File: src/rtl/mpg_pkg.sv
// Shared constants for the multi-channel period generator: register map and bus width.
package mpg_pkg;

  localparam int unsigned MPG_DATA_W      = 32;

  localparam int unsigned MPG_CTRL        = 0;
  localparam int unsigned MPG_MODE        = 1;
  localparam int unsigned MPG_STATUS      = 2;
  localparam int unsigned MPG_IRQMASK     = 3;
  localparam int unsigned MPG_PERIOD_BASE = 4;

  // Decoded selects for the fixed (non-period) registers
  typedef struct packed {
    logic ctrl;
    logic mode;
    logic status;
    logic irq_mask;
  } mpg_reg_sel_t;

endpackage

File: src/rtl/mpg_chan.sv
// One period-generator channel: down-counter with reload, registered tick and square wave.
module mpg_chan #(
  parameter int unsigned PERIOD_W = 28
) (
  input  logic                clk,
  input  logic                rst_n,
  input  logic                en,
  input  logic                en_rise,
  input  logic [PERIOD_W-1:0] period,
  output logic                expire_c,
  output logic                tick,
  output logic                wave
);

  logic [PERIOD_W-1:0] cnt_q;
  logic                live_c;

  // A zero period parks the channel with counter and wave frozen
  assign live_c   = en && (period != '0);
  assign expire_c = live_c && (cnt_q == '0);

  always_ff @(posedge clk or negedge rst_n) begin
    if (!rst_n) begin
      cnt_q <= '0;
      tick  <= 1'b0;
      wave  <= 1'b0;
    end else begin
      tick <= expire_c;
      if (expire_c) begin
        wave <= ~wave;
      end
      // Reload samples the period only here, so mid-count writes apply next interval
      if (en_rise || expire_c) begin
        cnt_q <= period - PERIOD_W'(1);
      end else if (live_c) begin
        cnt_q <= cnt_q - PERIOD_W'(1);
      end
    end
  end

endmodule

File: src/rtl/multi_period_gen.sv
// N_CH-channel programmable period generator on an Avalon-MM slave.
// Define MPG_IRQ_EN to build the IRQ_MASK register and the irq output.
module multi_period_gen
  import mpg_pkg::*;
#(
  parameter int unsigned N_CH     = 8,
  parameter int unsigned PERIOD_W = 28,
  parameter int unsigned ADDR_W   = 5
) (
  input  logic                  clk_clk,
  input  logic                  reset_reset_n,
  input  logic [ADDR_W-1:0]     avs_address,
  input  logic                  avs_write,
  input  logic                  avs_read,
  input  logic [MPG_DATA_W-1:0] avs_writedata,
  output logic [MPG_DATA_W-1:0] avs_readdata,
  output logic [N_CH-1:0]       tick_out,
  output logic [N_CH-1:0]       wave_out,
  output logic                  irq
);

  logic [MPG_DATA_W-1:0] addr_c;
  mpg_reg_sel_t          sel_c;
  logic [N_CH-1:0]       per_sel_c;
  logic [N_CH-1:0]       wmask_c;

  logic [N_CH-1:0]       ctrl_q;
  logic [N_CH-1:0]       ctrl_d;
  logic [N_CH-1:0]       mode_q;
  logic [N_CH-1:0]       status_q;
  logic [N_CH-1:0]       status_d;
  logic [N_CH-1:0]       en_rise_c;
  logic [N_CH-1:0]       expire_c;
  logic [PERIOD_W-1:0]   period_q [N_CH];
  logic [MPG_DATA_W-1:0] rdata_c;
  logic                  unused_c;
`ifdef MPG_IRQ_EN
  logic [N_CH-1:0]       irq_mask_q;
`endif

  assign wmask_c  = avs_writedata[N_CH-1:0];
  assign unused_c = ^{avs_writedata, sel_c};

  // Address decode
  always_comb begin
    addr_c         = MPG_DATA_W'(avs_address);
    sel_c.ctrl     = (addr_c == MPG_CTRL);
    sel_c.mode     = (addr_c == MPG_MODE);
    sel_c.status   = (addr_c == MPG_STATUS);
    sel_c.irq_mask = (addr_c == MPG_IRQMASK);
    for (int unsigned k = 0; k < N_CH; k++) begin
      per_sel_c[k] = (addr_c == MPG_PERIOD_BASE + k);
    end
  end

  // Software CTRL write overrides one-shot clear; hardware expiry overrides W1C
  always_comb begin
    ctrl_d = ctrl_q & ~(expire_c & mode_q);
    if (avs_write && sel_c.ctrl) begin
      ctrl_d = wmask_c;
    end
    status_d = status_q;
    if (avs_write && sel_c.status) begin
      status_d = status_q & ~wmask_c;
    end
    status_d  = status_d | expire_c;
    en_rise_c = ctrl_d & ~ctrl_q;
  end

  // Read mux uses current register values, so a same-cycle write is not visible
  always_comb begin
    rdata_c = '0;
    if (sel_c.ctrl) begin
      rdata_c = MPG_DATA_W'(ctrl_q);
    end
    if (sel_c.mode) begin
      rdata_c = MPG_DATA_W'(mode_q);
    end
    if (sel_c.status) begin
      rdata_c = MPG_DATA_W'(status_q);
    end
`ifdef MPG_IRQ_EN
    if (sel_c.irq_mask) begin
      rdata_c = MPG_DATA_W'(irq_mask_q);
    end
`endif
    for (int unsigned k = 0; k < N_CH; k++) begin
      if (per_sel_c[k]) begin
        rdata_c = MPG_DATA_W'(period_q[k]);
      end
    end
  end

  always_ff @(posedge clk_clk or negedge reset_reset_n) begin
    if (!reset_reset_n) begin
      ctrl_q       <= '0;
      mode_q       <= '0;
      status_q     <= '0;
      avs_readdata <= '0;
    end else begin
      ctrl_q   <= ctrl_d;
      status_q <= status_d;
      if (avs_write && sel_c.mode) begin
        mode_q <= wmask_c;
      end
      if (avs_read) begin
        avs_readdata <= rdata_c;
      end
    end
  end

  always_ff @(posedge clk_clk or negedge reset_reset_n) begin
    if (!reset_reset_n) begin
      for (int unsigned k = 0; k < N_CH; k++) begin
        period_q[k] <= '0;
      end
    end else begin
      for (int unsigned k = 0; k < N_CH; k++) begin
        if (avs_write && per_sel_c[k]) begin
          period_q[k] <= avs_writedata[PERIOD_W-1:0];
        end
      end
    end
  end

`ifdef MPG_IRQ_EN
  // irq follows the registered STATUS, one cycle behind it
  always_ff @(posedge clk_clk or negedge reset_reset_n) begin
    if (!reset_reset_n) begin
      irq_mask_q <= '0;
      irq        <= 1'b0;
    end else begin
      if (avs_write && sel_c.irq_mask) begin
        irq_mask_q <= wmask_c;
      end
      irq <= |(status_q & irq_mask_q);
    end
  end
`else
  assign irq = 1'b0;
`endif

  for (genvar k = 0; k < N_CH; k++) begin : g_ch
    mpg_chan #(
      .PERIOD_W (PERIOD_W)
    ) u_chan (
      .clk      (clk_clk),
      .rst_n    (reset_reset_n),
      .en       (ctrl_q[k]),
      .en_rise  (en_rise_c[k]),
      .period   (period_q[k]),
      .expire_c (expire_c[k]),
      .tick     (tick_out[k]),
      .wave     (wave_out[k])
    );
  end

endmodule

File: config.mk
export PLATFORM = sky130hd
export DESIGN_NAME = multi_period_gen
export DESIGN_NICKNAME = d
export VERILOG_FILES = /design/src/rtl/mpg_pkg.sv /design/src/rtl/mpg_chan.sv /design/src/rtl/multi_period_gen.sv
export SDC_FILE = /design/constraint.sdc
export NUM_CORES = 1
export LEC_CHECK = 0
export ABC_AREA = 1
export CAP_MARGIN = 25
export CORE_UTILIZATION = 30
export DETAILED_ROUTE_END_ITERATION = 6
export SYNTH_ARGS = -nofsm -noshare
export SYNTH_HDL_FRONTEND = slang
export SYNTH_SLANG_ARGS = --single-unit
File: constraint.sdc
create_clock -name clk_clk -period 2.7 [get_ports clk_clk]
set_input_delay 0.54 -clock clk_clk [delete_from_list [all_inputs] [get_ports clk_clk]]
set_output_delay 0.54 -clock clk_clk [all_outputs]
set_load 0.03 [all_outputs]
==> Yosys cells after proc, flatten, opt, wreduce, memory -nomap -nowiden <==
Cells that the tools add are included.
{ "op_classes": {"muxes": 29, "eq_ne": 10, "bitwise": 16, "n_reduce_logical": 60, "add_sub_neg": 16} }
{ "op_table": {"columns": ["cell", "n"], "rows": [
  ["two-way mux 28 bit", 16],
  ["subtractor 28 x 1 -> 28 bit, second input constant", 16],
  ["two-way mux 32 bit", 10],
  ["logical NOT 28 bit", 8],
  ["nonzero test 28 bit", 8],
  ["AND 8 bit", 4],
  ["logical AND 1 bit", 27],
  ["two-way mux 8 bit", 3],
  ["inverter 8 bit", 3],
  ["== test 5 x 3 -> 1 bit, second input constant", 4],
  ["== test 5 x 4 -> 1 bit, second input constant", 4],
  ["nonzero test 2 bit", 8],
  ["logical OR 1 bit", 8],
  ["inverter 1 bit", 8],
  ["bitwise OR 8 bit", 1],
  ["== test 5 x 1 -> 1 bit, second input constant", 1],
  ["== test 5 x 2 -> 1 bit, second input constant", 1],
  ["logical NOT 5 bit", 1]
]} }
{ "word_totals": {"regBits": 520, "out_inout_bits": 49} }

==> Depth between registers and ports, before layout <==
{ "logic_depth": {"ltp_word": 12, "depth_mapped": 21} }

==> Cells and area by module <==
A second synthesis with hierarchy kept.
{ "unflattened": {"hier_cells": 5547, "hier_area_um2": 34917.2} }
{ "modules_own_cells": {"columns": ["mod", "cells_per_inst", "seq_area_each_um2", "area_per_inst_um2", "instances"], "rows": [
  ["mpg_chan", 517, 750.7, 2875.3, 8],
  ["multi_period_gen", 1411, 6906.6, 11915.2, 1]
]} }

==> Least setup slack after synthesis <==
Ideal clock, no wire load.
{ "synth_path": {"kind": "input -> register", "from": "in avs_address[3]", "to": "reg g_ch[7].u_chan.cnt_q[26]", "setup_time_ns": 0.117, "cell_stages": 17, "arrival_ns": 2.672, "t_required_ns": 2.583, "path_slack_ns": -0.089, "path_buffers": 1, "path_cell_list": "nor2_4 nand3_4 nor2_8 nand3_4 nand2_4 buf_6 nand2_1 o21ai_2 ha_1 a21boi_1 nand3_1 nor2_1 nand2_1 nand2_1 nand2_1 nand2_1 nand2_1"} }
{ "synth_via": {"elab_chain_len": 6} }
{ "synth_lines": {"columns": ["element", "line_no", "source"], "rows": [
  ["start, declared", "multi_period_gen.sv:12", "input logic [ADDR_W-1:0] avs_address,"],
  ["logical NOT 5 bit (*)", "multi_period_gen.sv:47", "sel_c.ctrl = (addr_c == MPG_CTRL);"],
  ["logical AND 1 bit (*)", "multi_period_gen.sv:59", "if (avs_write && sel_c.ctrl) begin"],
  ["two-way mux 8 bit (*)", "multi_period_gen.sv:59", null],
  ["AND 8 bit (*)", "multi_period_gen.sv:67", "en_rise_c = ctrl_d & ~ctrl_q;"],
  ["logical OR 1 bit (*)", "mpg_chan.sv:33", "if (en_rise || expire_c) begin"],
  ["two-way mux 28 bit / nonzero test 2 bit (equally long branches)", null, null],
  ["end signal, assigned", "mpg_chan.sv:34", "cnt_q <= period - PERIOD_W'(1);"],
  ["end signal, assigned", "mpg_chan.sv:36", "cnt_q <= cnt_q - PERIOD_W'(1);"],
  ["end, declared", "mpg_chan.sv:15", "logic [PERIOD_W-1:0] cnt_q;"]
]} }
Mark *: on every way between the ends. The rest lies on a longest branch, timed or not.
A chain may end at the register's enable or synchronous reset.

==> Final worst setup path <==
{ "layout_path": {"from": "reg g_ch[5].u_chan.cnt_q[17]", "to": "reg g_ch[5].u_chan.cnt_q[22]"} }
{ "layout_via": {"elab_chain_len": 9} }
{ "layout_lines": {"columns": ["element", "line_no"], "rows": [
  ["start, declared", "mpg_chan.sv:15"],
  ["start signal, assigned", "mpg_chan.sv:34"],
  ["start signal, assigned", "mpg_chan.sv:36"],
  ["parallel branches: the longest is 9 deep, another holds subtractor 28 x 1 -> 28 bit", null]
]} }
Several ways; the timed one is not identified. The select of a mux whose other input is x is not followed.

==> run summary <==
Startpoint Class = flip-flop
GRT Util Overall = 22.97%
RSZ-0062 raised after global routing = true
Netlist cell types = 49
CP endpoint kind = flip-flop
FMAX = 380.8 MHz
Horiz. Die Dim = 337.4 µm
Non-Filler Instances = 7569
HPWL Detailed = 99880 µm
static leakage = 23.88 nW
PortBufs = 80
Area Growth Syn to Fin = 38.63%
Max-Cap Viols = 0
remaining antenna violation count = 0
later-pin clock latency in the skew report = 0.66 ns
critical path class = flip-flop to flip-flop
critical path fanouts, max = 6
DR DRC count = 0
power per cell area = 929.7 nW/µm²
vias per cell = 4.892
first-pass GRT wire length = 201300 µm
WL/cell = 17.60 µm
Die Span Y = 337.4 µm
portion of total power attributed to the clock network = 22.8%
fin crit period = 2.626 ns
clock tree from TritonCTS = done
setup violators final = 0
Root Buffer = clkbuf_16
layout cells sized above 1 = 25.22%
routed via count = 37030
Synth area leader = dfrtp_1
Site Rows = 122
Final Cycle Share = 97.25%
# IOs = 90
Seq/Total Area, Yosys = 38.26%
cell total after placement = 7388
Cells after Synth = 5192
ys async rst share = 100.0%
Peak VDD IR = 0.0005062 V
Yosys warnings = 0
final RePlAce weighted congestion = 1.015
Hold Crit Class = primary input to asynchronous set/reset pin
CTS Sinks = 516
fin area = 46780 µm²
Clock Skew = 0.04333 ns
Routed WL = 133200 µm
initial core utilization = 30.37%
first drt pass iteration count = 6
Critical Path AT = 3.21 ns
Seq pwr share = 26.4%
Post-synth EDFFs = 0
CTS Buf Count = 68
vias in the first global route = 34720
Worst-Margin Slew = 0.8565 ns
total chip power = 43.49 mW
net switching power = 18.24 mW
Reg clk slew, reported paths = 0.06 ns
most common cell in the netlist = nand2_1
Yosys top cell area share = 38.26%
Final nets = 6073
Initial DRC Count = 3418
largest net degree at the start of global routing = 84
Core Region = 111100 µm²
Int Pwr = 25.25 mW
status = completed
CTS max path bufs = 3
Hold Vio Cnt, Final = 0
most frequent cells after synthesis = nand2_1 (1927), nor2_1 (581), inv_1 (522)
overflow left after global routing = 0
Max-Slew Margin vs Limit = 42.84%
top cells by area, synth = dfrtp_1 (38%), nand2_1 (21%), nand3_1 (6.7%), nor2_1 (6.5%), o21ai_0 (6.3%)
H-tree levels = 3
Final Max Tran Viols = 0
die area = 113800 µm²
Gate power share = 50.8%
flops & latches, synth = 516
Post-DP Area = 42250 µm²
Syn Area/Cell = 6.500 µm²
final-layout fill cell count = 11630
post-synthesis cell area = 33750 µm²
Net Sw Frac = 41.94%
CP Data Required Time = 3.28 ns
initial antenna violation count = 9
Top FF cell, synth = dfrtp_1
-- power by group through the flow --
stage | registers, mW | logic, mW | clock network (mW)
2_1_floorplan | 11.2 | 11.3 | 0
3_3_place_gp | 11.4 | 19.8 | 0
3_5_place_dp | 11.5 | 20.0 | 0
4_1_cts | 11.4 | 20.2 | 10.1
5_1_grt | 11.7 | 24.6 | 10.4
6_report | 11.5 | 22.1 | 9.93
-- metal layers --
layer / vias to the layer above / GRT usage (%) / share of wire, %
li1: 18120 / - / -
met1: 17390 / 31.99 / 44
met2: 1274 / 36.17 / 45
met3: 242 / 3.470 / 7.8
met4: 2 / 7.692 / 3.5
met5: - / 0 / 0.0075
-- final cells by class --
cell class	count	area [µm²]	area share, %
clock inverter	35	498.0	1.064
antenna	2	5.005	0.01070
sequential	516	12910	27.61
multi-input combinational	3907	19110	40.86
timing repair buffer	987	8419	18.00
clock buffer	90	1926	4.116
inverter	544	2044	4.370
tap	1488	1862	3.980
-- metrics by stage --
step	setup TNS [ns]	util [%]	setup slack, ns	hold slack, ns
after floorplan	-0.01437	-	-0.01437	0.2444
after global placement	-165.42	38.02	-0.8271	0.4621
after detailed placement	-166.30	38.02	-0.8048	0.4656
after CTS	0	40.43	0.0004721	0.4138
after global routing	-1.539	42.09	-0.08574	0.4470
final	0	42.10	0.07425	0.4301
-- layout by cell type (no fill, tap or decap), types with 74 or more instances in the layout --
master,n
nand2_1,1810
o21ai_0,416
nand3_1,423
buf_4,829
dfrtp_1,514
nand3b_1,107
nor2_1,404
clkbuf_16,74
inv_1,503
nor2_2,165
nand2_2,144
-- registers in the layout, summed over array words and instances, names as in the netlist --
signal and count:
g_ch.u_chan.cnt_q 224, g_ch.u_chan.tick 8, avs_readdata 28, mode_q 8, g_ch.u_chan.wave 8, period_q 224
ctrl_q 8, status_q 8
-- worst paths after layout --
| kind | from | slack [ns] | to | depth (start not counted) |
|---|---|---|---|---|
| max | g_ch[5].u_chan.cnt_q[17]$_DFFE_PN0P_ | 0.07 | g_ch[5].u_chan.cnt_q[22]$_DFFE_PN0P_ | 20 |
| max in group asynchronous | reset_reset_n | 1.38 | g_ch[3].u_chan.cnt_q[12]$_DFFE_PN0P_ | 3 |
| max reg2reg | g_ch[5].u_chan.cnt_q[17]$_DFFE_PN0P_ | 0.07 | g_ch[5].u_chan.cnt_q[22]$_DFFE_PN0P_ | 20 |
| min | reset_reset_n | 0.43 | g_ch[5].u_chan.cnt_q[18]$_DFFE_PN0P_ | 2 |
| min reg2reg | g_ch[3].u_chan.wave$_DFFE_PN0P_ | 0.47 | g_ch[3].u_chan.wave$_DFFE_PN0P_ | 1 |
| min in group clk_clk | g_ch[3].u_chan.wave$_DFFE_PN0P_ | 0.47 | g_ch[3].u_chan.wave$_DFFE_PN0P_ | 1 |
-- kinds of logic (layout without fill, tap and decap cells) --
kind of cell	after synthesis	after routing	synth area share, %
and+or+nand+nor	3227	3229	40.64
DFF	516	516	38.26
adders and majority gates	8	8	0.2966
buffers and inverters	775	1656	9.510
muxes	8	8	0.2373
AOI/OAI and AO/OA	615	615	9.951
other	1	7	0.01111
xor gates and xnor gates	42	42	1.090
-- repair_timing --
action / 4_1_cts / 5_1_grt
pin swaps: 9 / 127
endpoints found under the hold margin: 31 / 0
setup endpoints to repair: 144 / 191
resized for setup: 58 / 442
cloned: 0 / 7
setup buffers: 4 / 44
hold buffers: 1 / 0
-- critical path, cell delays in order (launching register included) --
cell and delay, ns:
dfrtp_1 0.40, inv_1 0.09, nand3_1 0.13, nor2_1 0.11, nand2_1 0.11, nor2_2 0.16
nand3_2 0.16, buf_8 0.18, nand3_2 0.06, nand2_2 0.08, inv_2 0.09, ha_4 0.14
nand2_4 0.05, nor2_4 0.15, nand2_4 0.08, nor2_4 0.16, buf_12 0.14, nand2_2 0.05
nand2_2 0.06, nand3_1 0.07, nand2_1 0.08
Note: power is estimated with default switching activity, not from simulation.
